### src/rtl/gpio_gen2_pkg.sv
// Shared register offsets, mode encodings and version constant for gpio_gen2.
package gpio_gen2_pkg;

    localparam logic [5:0] OFF_IN         = 6'h00;
    localparam logic [5:0] OFF_OUT        = 6'h01;
    localparam logic [5:0] OFF_OUT_SET    = 6'h02;
    localparam logic [5:0] OFF_OUT_CLR    = 6'h03;
    localparam logic [5:0] OFF_OE         = 6'h04;
    localparam logic [5:0] OFF_OD         = 6'h05;
    localparam logic [5:0] OFF_OS         = 6'h06;
    localparam logic [5:0] OFF_ALT_SEL0   = 6'h07;
    localparam logic [5:0] OFF_ALT_SEL1   = 6'h08;
    localparam logic [5:0] OFF_IRQ_EN     = 6'h09;
    localparam logic [5:0] OFF_IRQ_MODE0  = 6'h0A;
    localparam logic [5:0] OFF_IRQ_MODE1  = 6'h0B;
    localparam logic [5:0] OFF_IRQ_STATUS = 6'h0C;
    localparam logic [5:0] OFF_DB_THRESH  = 6'h0D;
    localparam logic [5:0] OFF_INFO       = 6'h0E;

    localparam logic [15:0] INFO_VERSION = 16'h0002;

    typedef enum logic [1:0] {RISE, FALL, BOTH, LEVEL} irq_mode_e;
    typedef enum logic [1:0] {GPIO, ALT, ALT1, ALT2} alt_sel_e;

    // The map is dense from offset 0 up to INFO.
    function automatic logic offset_mapped(input logic [5:0] off);
        return off <= OFF_INFO;
    endfunction

endpackage

### src/rtl/gpio_gen2_debounce.sv
// Single-pin debounce filter: the filtered value follows din only after din
// has differed from it for thresh+1 consecutive cycles.
module gpio_gen2_debounce #(
    parameter int DB_W = 8
) (
    input  logic            clk,
    input  logic            rstn,
    input  logic            clr,
    input  logic [DB_W-1:0] thresh,
    input  logic            din,
    output logic            filt
);

    logic [DB_W-1:0] cnt;

    always_ff @(posedge clk) begin
        if (!rstn) begin
            cnt  <= '0;
            filt <= 1'b0;
        end else if (clr) begin
            cnt <= '0;
        end else if (din == filt) begin
            cnt <= '0;
        end else if (cnt >= thresh) begin
            filt <= din;
            cnt  <= '0;
        end else if (cnt != '1) begin
            cnt <= cnt + 1'b1;
        end
    end

endmodule

### src/rtl/gpio_gen2.sv
// APB GPIO controller with alt-function muxing, sync/debounce and per-pin IRQs.
// Optional debounce filters are built when GPIO_GEN2_DEBOUNCE_EN is defined.
module gpio_gen2
    import gpio_gen2_pkg::*;
#(
    parameter int          NUM_PINS     = 32,
    parameter int          DB_W         = 8,
    parameter logic [31:0] DEF_ALT_SEL0 = '0,
    parameter logic [31:0] DEF_ALT_SEL1 = '0
) (
    input  logic                pclk_i,
    input  logic                prstn_i,
    input  logic                psel_i,
    input  logic                penable_i,
    input  logic                pwrite_i,
    input  logic [31:0]         paddr_i,
    input  logic [31:0]         pwdata_i,
    output logic [31:0]         prdata_o,
    output logic                pready_o,
    output logic                psuberr_o,
    input  logic [NUM_PINS-1:0] gpio_in_i,
    output logic [NUM_PINS-1:0] gpio_out_o,
    output logic [NUM_PINS-1:0] gpio_oen_o,
    input  logic [NUM_PINS-1:0] gpio_alt_in_i,
    input  logic [NUM_PINS-1:0] gpio_alt1_in_i,
    input  logic [NUM_PINS-1:0] gpio_alt2_in_i,
    input  logic [NUM_PINS-1:0] gpio_alt_oen_i,
    input  logic [NUM_PINS-1:0] gpio_alt1_oen_i,
    input  logic [NUM_PINS-1:0] gpio_alt2_oen_i,
    output logic [NUM_PINS-1:0] gpio_alt_out_o,
    output logic [NUM_PINS-1:0] gpio_alt1_out_o,
    output logic [NUM_PINS-1:0] gpio_alt2_out_o,
    output logic                irq_o
);

    logic [5:0]          offset;
    logic [NUM_PINS-1:0] wdata;
    logic                wr_en, rd_setup, mapped;

    logic [NUM_PINS-1:0] out_q, oe_q, od_q, os_q, alt_sel0_q, alt_sel1_q;
    logic [NUM_PINS-1:0] irq_en_q, irq_mode0_q, irq_mode1_q, irq_status_q;
    logic [NUM_PINS-1:0] sync0, sync1, filt, filt_d, evt, status_clr;
    logic [DB_W-1:0]     db_thresh;
    logic [31:0]         rdata, prdata_q;
    logic                irq_q;
    logic                unused_bits;

    assign offset      = paddr_i[7:2];
    assign wdata       = pwdata_i[NUM_PINS-1:0];
    assign mapped      = offset_mapped(offset);
    assign wr_en       = psel_i & penable_i & pwrite_i & mapped;
    assign rd_setup    = psel_i & ~penable_i & ~pwrite_i;
    assign unused_bits = ^{paddr_i[31:8], paddr_i[1:0], pwdata_i};

    assign pready_o  = 1'b1;
    assign psuberr_o = psel_i & penable_i & ~mapped;
    assign prdata_o  = prdata_q;
    assign irq_o     = irq_q;

    always_ff @(posedge pclk_i) begin
        if (!prstn_i) begin
            out_q       <= '0;
            oe_q        <= '0;
            od_q        <= '0;
            os_q        <= '0;
            alt_sel0_q  <= DEF_ALT_SEL0[NUM_PINS-1:0];
            alt_sel1_q  <= DEF_ALT_SEL1[NUM_PINS-1:0];
            irq_en_q    <= '0;
            irq_mode0_q <= '0;
            irq_mode1_q <= '0;
        end else if (wr_en) begin
            case (offset)
                OFF_OUT:       out_q       <= wdata;
                OFF_OUT_SET:   out_q       <= out_q | wdata;
                OFF_OUT_CLR:   out_q       <= out_q & ~wdata;
                OFF_OE:        oe_q        <= wdata;
                OFF_OD:        od_q        <= wdata;
                OFF_OS:        os_q        <= wdata;
                OFF_ALT_SEL0:  alt_sel0_q  <= wdata;
                OFF_ALT_SEL1:  alt_sel1_q  <= wdata;
                OFF_IRQ_EN:    irq_en_q    <= wdata;
                OFF_IRQ_MODE0: irq_mode0_q <= wdata;
                OFF_IRQ_MODE1: irq_mode1_q <= wdata;
                default: ;
            endcase
        end
    end

`ifdef GPIO_GEN2_DEBOUNCE_EN
    localparam logic [7:0] INFO_DBW = 8'(DB_W);
    logic thresh_wr;

    assign thresh_wr = wr_en && (offset == OFF_DB_THRESH);

    always_ff @(posedge pclk_i) begin
        if (!prstn_i)       db_thresh <= '0;
        else if (thresh_wr) db_thresh <= pwdata_i[DB_W-1:0];
    end

    for (genvar i = 0; i < NUM_PINS; i++) begin : g_db
        gpio_gen2_debounce #(.DB_W(DB_W)) u_db (
            .clk    (pclk_i),
            .rstn   (prstn_i),
            .clr    (thresh_wr),
            .thresh (db_thresh),
            .din    (sync1[i]),
            .filt   (filt[i])
        );
    end
`else
    localparam logic [7:0] INFO_DBW = 8'h00;

    assign db_thresh = '0;
    assign filt      = sync1;
`endif

    // Edge events compare the filtered value against its one-cycle-old copy.
    always_comb begin
        evt = '0;
        for (int i = 0; i < NUM_PINS; i++) begin
            case (irq_mode_e'({irq_mode1_q[i], irq_mode0_q[i]}))
                RISE:    evt[i] = filt[i] & ~filt_d[i];
                FALL:    evt[i] = ~filt[i] & filt_d[i];
                BOTH:    evt[i] = filt[i] ^ filt_d[i];
                default: evt[i] = filt[i];
            endcase
        end
    end

    assign status_clr = (wr_en && (offset == OFF_IRQ_STATUS)) ? wdata : '0;

    // A new event overrides a same-cycle W1C of the same bit.
    always_ff @(posedge pclk_i) begin
        if (!prstn_i) begin
            sync0        <= '0;
            sync1        <= '0;
            filt_d       <= '0;
            irq_status_q <= '0;
            irq_q        <= 1'b0;
            prdata_q     <= '0;
        end else begin
            sync0        <= gpio_in_i;
            sync1        <= sync0;
            filt_d       <= filt;
            irq_status_q <= (irq_status_q & ~status_clr) | evt;
            irq_q        <= |(irq_status_q & irq_en_q);
            prdata_q     <= rd_setup ? rdata : '0;
        end
    end

    always_comb begin
        rdata = '0;
        case (offset)
            OFF_IN:         rdata = 32'(filt);
            OFF_OUT:        rdata = 32'(out_q);
            OFF_OE:         rdata = 32'(oe_q);
            OFF_OD:         rdata = 32'(od_q);
            OFF_OS:         rdata = 32'(os_q);
            OFF_ALT_SEL0:   rdata = 32'(alt_sel0_q);
            OFF_ALT_SEL1:   rdata = 32'(alt_sel1_q);
            OFF_IRQ_EN:     rdata = 32'(irq_en_q);
            OFF_IRQ_MODE0:  rdata = 32'(irq_mode0_q);
            OFF_IRQ_MODE1:  rdata = 32'(irq_mode1_q);
            OFF_IRQ_STATUS: rdata = 32'(irq_status_q);
            OFF_DB_THRESH:  rdata = 32'(db_thresh);
            OFF_INFO:       rdata = {INFO_VERSION, INFO_DBW, 8'(NUM_PINS)};
            default:        rdata = '0;
        endcase
    end

    always_comb begin
        gpio_out_o      = '0;
        gpio_oen_o      = '0;
        gpio_alt_out_o  = '0;
        gpio_alt1_out_o = '0;
        gpio_alt2_out_o = '0;
        for (int i = 0; i < NUM_PINS; i++) begin
            case (alt_sel_e'({alt_sel1_q[i], alt_sel0_q[i]}))
                ALT: begin
                    gpio_out_o[i]     = gpio_alt_in_i[i];
                    gpio_oen_o[i]     = gpio_alt_oen_i[i];
                    gpio_alt_out_o[i] = sync1[i];
                end
                ALT1: begin
                    gpio_out_o[i]      = gpio_alt1_in_i[i];
                    gpio_oen_o[i]      = gpio_alt1_oen_i[i];
                    gpio_alt1_out_o[i] = sync1[i];
                end
                ALT2: begin
                    gpio_out_o[i]      = gpio_alt2_in_i[i];
                    gpio_oen_o[i]      = gpio_alt2_oen_i[i];
                    gpio_alt2_out_o[i] = sync1[i];
                end
                default: begin
                    gpio_out_o[i] = out_q[i];
                    gpio_oen_o[i] = oe_q[i] & ((out_q[i] ^ os_q[i]) | ~od_q[i]);
                end
            endcase
        end
    end

endmodule

### config.mk
export PLATFORM = sky130hd
export DESIGN_NAME = gpio_gen2
export DESIGN_NICKNAME = d
export VERILOG_FILES = /design/src/rtl/gpio_gen2_pkg.sv /design/src/rtl/gpio_gen2_debounce.sv /design/src/rtl/gpio_gen2.sv
export SDC_FILE = /design/constraint.sdc
export NUM_CORES = 1
export LEC_CHECK = 0
export ABC_AREA = 1
export CORE_MARGIN = 4
export CORE_UTILIZATION = 50
export CTS_CLUSTER_DIAMETER = 60
export DETAILED_ROUTE_END_ITERATION = 7
export GPL_TIMING_DRIVEN = 0
export PLACE_DENSITY_LB_ADDON = 0.3
export SLEW_MARGIN = 20
export SYNTH_ARGS = -nofsm -noshare
export SYNTH_HDL_FRONTEND = slang
export SYNTH_SLANG_ARGS = --single-unit
### constraint.sdc
create_clock -name pclk_i -period 3.23 [get_ports pclk_i]
set_input_delay 0.646 -clock pclk_i [delete_from_list [all_inputs] [get_ports pclk_i]]
set_output_delay 0.646 -clock pclk_i [all_outputs]
set_load 0.05 [all_outputs]
=== Word level (Yosys, flattened, before mapping) ===
Cells that the tools add are included.

* Muxes and demuxes: 195
* Magnitude comparators: 1
* Div/mod/pow operators: 0
* Add/sub/neg operators: 0
* Bitwise operators: 304
* Shift operators: 0
* Equality and inequality tests: 173
* Reduce and logical (&&, ||, !) cells: 46
* Multipliers: 0

{| class="wikitable"
|+ Operator list
! kind !! count
|-
| $pmux W32 S12 || 1
|-
| $pmux W1 S3 || 96
|-
| $eq A2 B2 Y1 const B || 96
|-
| $eq A2 B1 Y1 const B || 64
|-
| $and A1 B1 Y1 || 102
|-
| $not A1 Y1 || 99
|-
| $and A32 B32 Y32 || 3
|-
| $mux W1 || 96
|-
| $pmux W32 S3 || 1
|-
| $logic_not A2 Y1 || 32
|-
| $not A32 Y32 || 2
|-
| $or A32 B32 Y32 || 2
|-
| $xor A1 B1 Y1 || 64
|-
| $eq A6 B4 Y1 const B || 6
|-
| $mux W32 || 1
|-
| $or A1 B1 Y1 || 32
|-
| $reduce_or A32 Y1 || 1
|-
| $eq A6 B3 Y1 const B || 4
|-
| $reduce_and A2 Y1 || 10
|-
| $eq A6 B2 Y1 const B || 2
|-
| $eq A6 B1 Y1 const B || 1
|-
| $le A6 B4 Y1 const B || 1
|-
| $logic_not A6 Y1 || 1
|-
| $reduce_bool A3 Y1 || 1
|-
| $logic_and A1 B1 Y1 || 1
|}

* Logic and storage cells: 734
* Memories kept: 0
* Bits in read-only memories: 0
* Memory bits (writable): 0
* Input port bits: 293
* Output and inout bits: 195
* Register bits: 449
* Latch bits: 0

=== Longest topological paths before layout ===
Gate-level depths: netlist of run 1.

* Depth in word-level cells: 8
* Gate-level depth with buffers: 11
* Depth with buffers taken out: 10

=== Worst setup path after synthesis of run 1 ===
Ideal clock, no wire load.

* Kind: reg-to-output
* Start: reg alt_sel1_q[0]
* End: out gpio_alt2_out_o[0]
* Data arrival time: 1.730 ns
* Required time: 2.584 ns
* Stages on the path, launching flop included: 4
* Slack: 0.854 ns
* Buffers on the path: 1
* Path through: dfxtp_1 -> clkbuf_1 -> inv_1 -> nor3_1

* Longest elaborated chain between the ends: 2

{| class="wikitable"
|+ Ends and longest elaborated chain
! item !! line !! text
|-
| start, declared || gpio_gen2.sv:40 || <nowiki>logic [NUM_PINS-1:0] out_q, oe_q, od_q, os_q, alt_sel0_q, alt_sel1_q;</nowiki>
|-
| start signal, assigned || gpio_gen2.sv:67 || <nowiki>alt_sel1_q <= DEF_ALT_SEL1[NUM_PINS-1:0];</nowiki>
|-
| start signal, assigned || gpio_gen2.sv:80 || <nowiki>OFF_ALT_SEL1: alt_sel1_q <= wdata;</nowiki>
|-
| $eq A2 B2 Y1 || gpio_gen2.sv:178 || <nowiki>case (alt_sel_e'({alt_sel1_q[i], alt_sel0_q[i]}))</nowiki>
|-
| $mux W1 || gpio_gen2.sv:178 ||
|-
| end, declared || gpio_gen2.sv:32 || <nowiki>output logic [NUM_PINS-1:0] gpio_alt2_out_o,</nowiki>
|}

Every way passes these cells.

=== Final worst setup path of run 1 ===
* Start: in paddr_i[7]
* End: reg alt_sel1_q[8]

* Longest elaborated chain between the ends: 3
* Elaborated cells on any way between the ends: 4
* Classes of those cells: order compare (1); eq/ne (1); bitwise (1); reduce/logical (1)

{| class="wikitable"
|+ Ends and longest elaborated chain
! item !! line !! text
|-
| start, declared || gpio_gen2.sv:16 || <nowiki>input logic [31:0] paddr_i,</nowiki>
|-
| $le A6 B4 Y1 || gpio_gen2_pkg.sv:27 || <nowiki>return off <= OFF_INFO;</nowiki>
|-
| $and A1 B1 Y1 || gpio_gen2.sv:51 || <nowiki>assign wr_en = psel_i & penable_i & pwrite_i & mapped;</nowiki>
|-
| $reduce_and A2 Y1 (no source line) * || - ||
|}

Mark *: on every way between the ends. The rest lies on a longest branch, timed or not.
A chain may end at the register's enable or synchronous reset.

==> flow_summary.toml, run 1 <==
[outcome]
outcome = "complete, but fails checks"
violations = "DRC, setup timing"

[cells_and_area]
nets = 4433
drive_gt1_share_pct = 4.33
fin_area_um2 = 30900
area_delta_synth_final_pct = 28.9
final_cells = 4722

[logic_synthesis]
post-synth-top-count-cell = "nand3_1"
netlist-cell-type-count = 31
synthXorXnorAreaFrac_pct = 0.110
synth_common_cells = "nand3_1 (532), nor2_1 (513), nand2_1 (479), dfxtp_1 (449), o21ai_0 (305)"
synth_enable_flop_cells = 0
yosysSeqAreaShare_pct = 37.6
yosys.area.top_type = "dfxtp_1"
synth_compound_area_share_pct = 13.6
yosysWarningCount = 0
synth.mux.area_fraction_pct = 1.51
syn-instance-count = 3564
synth_fa_ha_area_share_pct = 3.35
synth_area_leaders = "dfxtp_1 (38%), nand3_1 (11%), nor2_1 (8.0%)"
avgSynthCellArea_um2 = 6.72
synth-simple-area-share_pct = 34.6
ys_async_sr_fraction_pct = 0
synth_top_area_share_pct = 37.6
synth_top_family_by_area = "simple AND/OR/NAND/NOR gates"
synth_seq_cells = 449
synth_nets = 3921
syn-cell-area_um2 = 23900
dominantRegCellSynth = "dfxtp_1"

[setup_path]
critPathCaptureType = "register"
path_buf_inv = 3
arrival_ns = 3.73
cpPeakStageDelay_ns = 0.63
cp-start-kind = "input port"
crit_chain = "clkdlybuf4s50_1 > nor2_1 > buf_2 > nand3_1 > nor2_2 > nand2_2 > clkbuf_1 > o21ai_0 > a21oi_1"
path_max_fanout = 10
critical_path.slowest_cell = "nor2_2"
crit_required_ns = 3.70
critPathKind = "in -> reg"
path_delay_family = "simple AND/OR/NAND/NOR gates"

[routing]
wl_mm = 115
num_vias = 29400
ant_nets = 0
remaining_drc_errors = 1
first_iter_violations = 4504
avgViaCountPerCell = 6.22
firstDrtPassIters = 8
routedWlPerCell_um = 24.4

[clocking]
post-cts-setup-buffers = 0
cts_tree = "done"
cts_buffers = 49
htree_levels = 2
clk_latency_ns = 0.62
cts_buffer_depth = 3
cts.sinks = 449
cts_root_buf = "clkbuf_16"
path_clk_slew_ns = 0.06

[power_and_ir_drop]
cellPowerDensity_nw_per_um2 = 399
ir_drop_uv = 334
power.leakage_nw = 11.8

[global_routing]
grt_pass1_vias = 26500
grt_overflow_total = 0
grt_pass1_wl_mm = 165
grt_antenna_before_repair = 8
grt_max_degree = 14
grt.total_usage_pct = 42.6

[timing]
final_hold_viol_count = 0
clock-skew-final_ns = 0.0163
finalCriticalPeriod_ns = 3.26
tightest_slew_ns = 1.32
setup_viol = 2
relSlewSlack_pct = 11.9
rsz0062_at_grt = "false"
fin_hold_ws_ns = 0.408
fin_crit_sh_pct = 101
report.final.slew_viol_count = 0
timing.fmax_mhz = 307
setup_tns_ns = -0.0326
fin_ws_ns = -0.0293

[floorplanning]
fp.dieH_um = 227
io_pins = 488
die-area_um2 = 51400
core_area_um2 = 47000
die_w_um = 227
initial_core_util_pct = 51.0
rows = 79

[placement]
place_area_um2 = 29300
globalplace.congestion = 1.05
numPortBuffers = 460
dp_hpwl_mm = 80.9
dp_cells = 4631

[min_path]
hold_path_class = "reg -> reg"

[flow_run]
cap_violations = 0
-- registers in the layout, indices dropped and copies added (netlist names) --
name	cells
irq_en_q	32
sync0	32
out_q	32
irq_mode1_q	32
irq_status_q	32
alt_sel1_q	32
irq_mode0_q	32
oe_q	32
filt_d	32
filt	32
irq_o	1
prdata_o	32
od_q	32
alt_sel0_q	32
os_q	32
-- routing by layer --
metal  part of all wire (%)  wire (um)  vias up  global-route usage [%]
li1                       -          -    13100                       -
met1                     36      41600    13300                    54.3
met2                     42      48300     2380                    63.5
met3                     15      17000      564                    13.5
met4                    7.2       8270       10                    24.8
met5                  0.060         69        -                       0
-- placed cells by master, fill, tap and decap left out, types with 4 or more instances in the layout --
master,instances
nand3_1,532
nor2_1,512
nand2_1,478
dfxtp_1,449
clkdlybuf4s50_1,444
o21ai_0,305
inv_1,295
clkbuf_1,232
nand4_1,201
a21oi_1,172
nor3_1,98
o211ai_1,67
ha_1,64
clkbuf_16,49
mux2_2,32
a32oi_1,31
buf_2,31
or2_2,16
o21ai_1,16
buf_1,12
dlymetal6s2s_1,12
clkinv_2,10
inv_2,9
clkbuf_8,9
diode_2,6
clkinvlp_4,5
clkbuf_2,4
dlygate4sd2_1,4
-- cell families after synthesis --
kind of cell	after synthesis
flip-flops	449
adder cells (fa/ha/maj)	64
other	1
multiplexers	32
buffers and inverters	576
AND/OR/NAND/NOR	1845
XOR/XNOR	3
AO/OA/AOI/OAI	594
-- metrics by stage --
| stage | util (%) | setup slack (ns) | total power [mW] |
|---|---|---|---|
| floorplan | - | 0.854 | 6.24 |
| global route | 65.7 | 0.00241 | 12.5 |
| CTS | 65.6 | 0.00806 | 12.2 |
| detailed placement | 62.4 | -1.08 | 6.96 |
| global placement | 62.4 | -1.08 | 6.95 |
| finish | 65.7 | -0.0293 | 12.3 |
-- final timing paths --
check	start	to	slack, ns	cells past startpoint
max	paddr_i[7]	alt_sel1_q[8]$_SDFFE_PN0P_	-0.03	9
min reg2reg	sync0[22]$_SDFF_PN0_	filt[22]$_SDFF_PN0_	0.41	2
min	sync0[22]$_SDFF_PN0_	filt[22]$_SDFF_PN0_	0.41	2
max reg2reg	filt[15]$_SDFF_PN0_	irq_status_q[15]$_SDFF_PN0_	1.56	5
-- where the power goes --
part | internal, mW | switching (mW) | total, mW
Sequential | 5.61 | 0.0607 | 5.67
Combinational | 0.449 | 0.809 | 1.26
Clock | 2.99 | 2.40 | 5.39
-- final cells by class --
cell class	instances	area [um^2]
timing repair buffer	461	4640
tap	607	759
sequential	449	8990
inverter	305	1150
antenna	6	15.0
clock buffer	69	1390
clock inverter	15	96.3
multi-input combinational	2539	12700
buffer	271	1070
fill	4260	16100
-- worst register-to-register path, stage by stage (launching register included) --
cell and delay (ns):
dfxtp_1 0.45, inv_1 0.15, ha_1 0.22, mux2_2 0.25
o21ai_0 0.35, a21oi_1 0.11
-- what timing repair did --
item / 4_1_cts / 5_1_grt
gates resized for setup: 6 / 17
hold buffers: 0 / 0
endpoints found under the setup margin: 36 / 46
Power figures use the tool's default switching activity.
==> run 2, diff against run 1 <==
- CAP_MARGIN: not set -> 20
==> results of run 2 <==
Same layout as run 1: the final DEF is identical, and so are final timing and power.
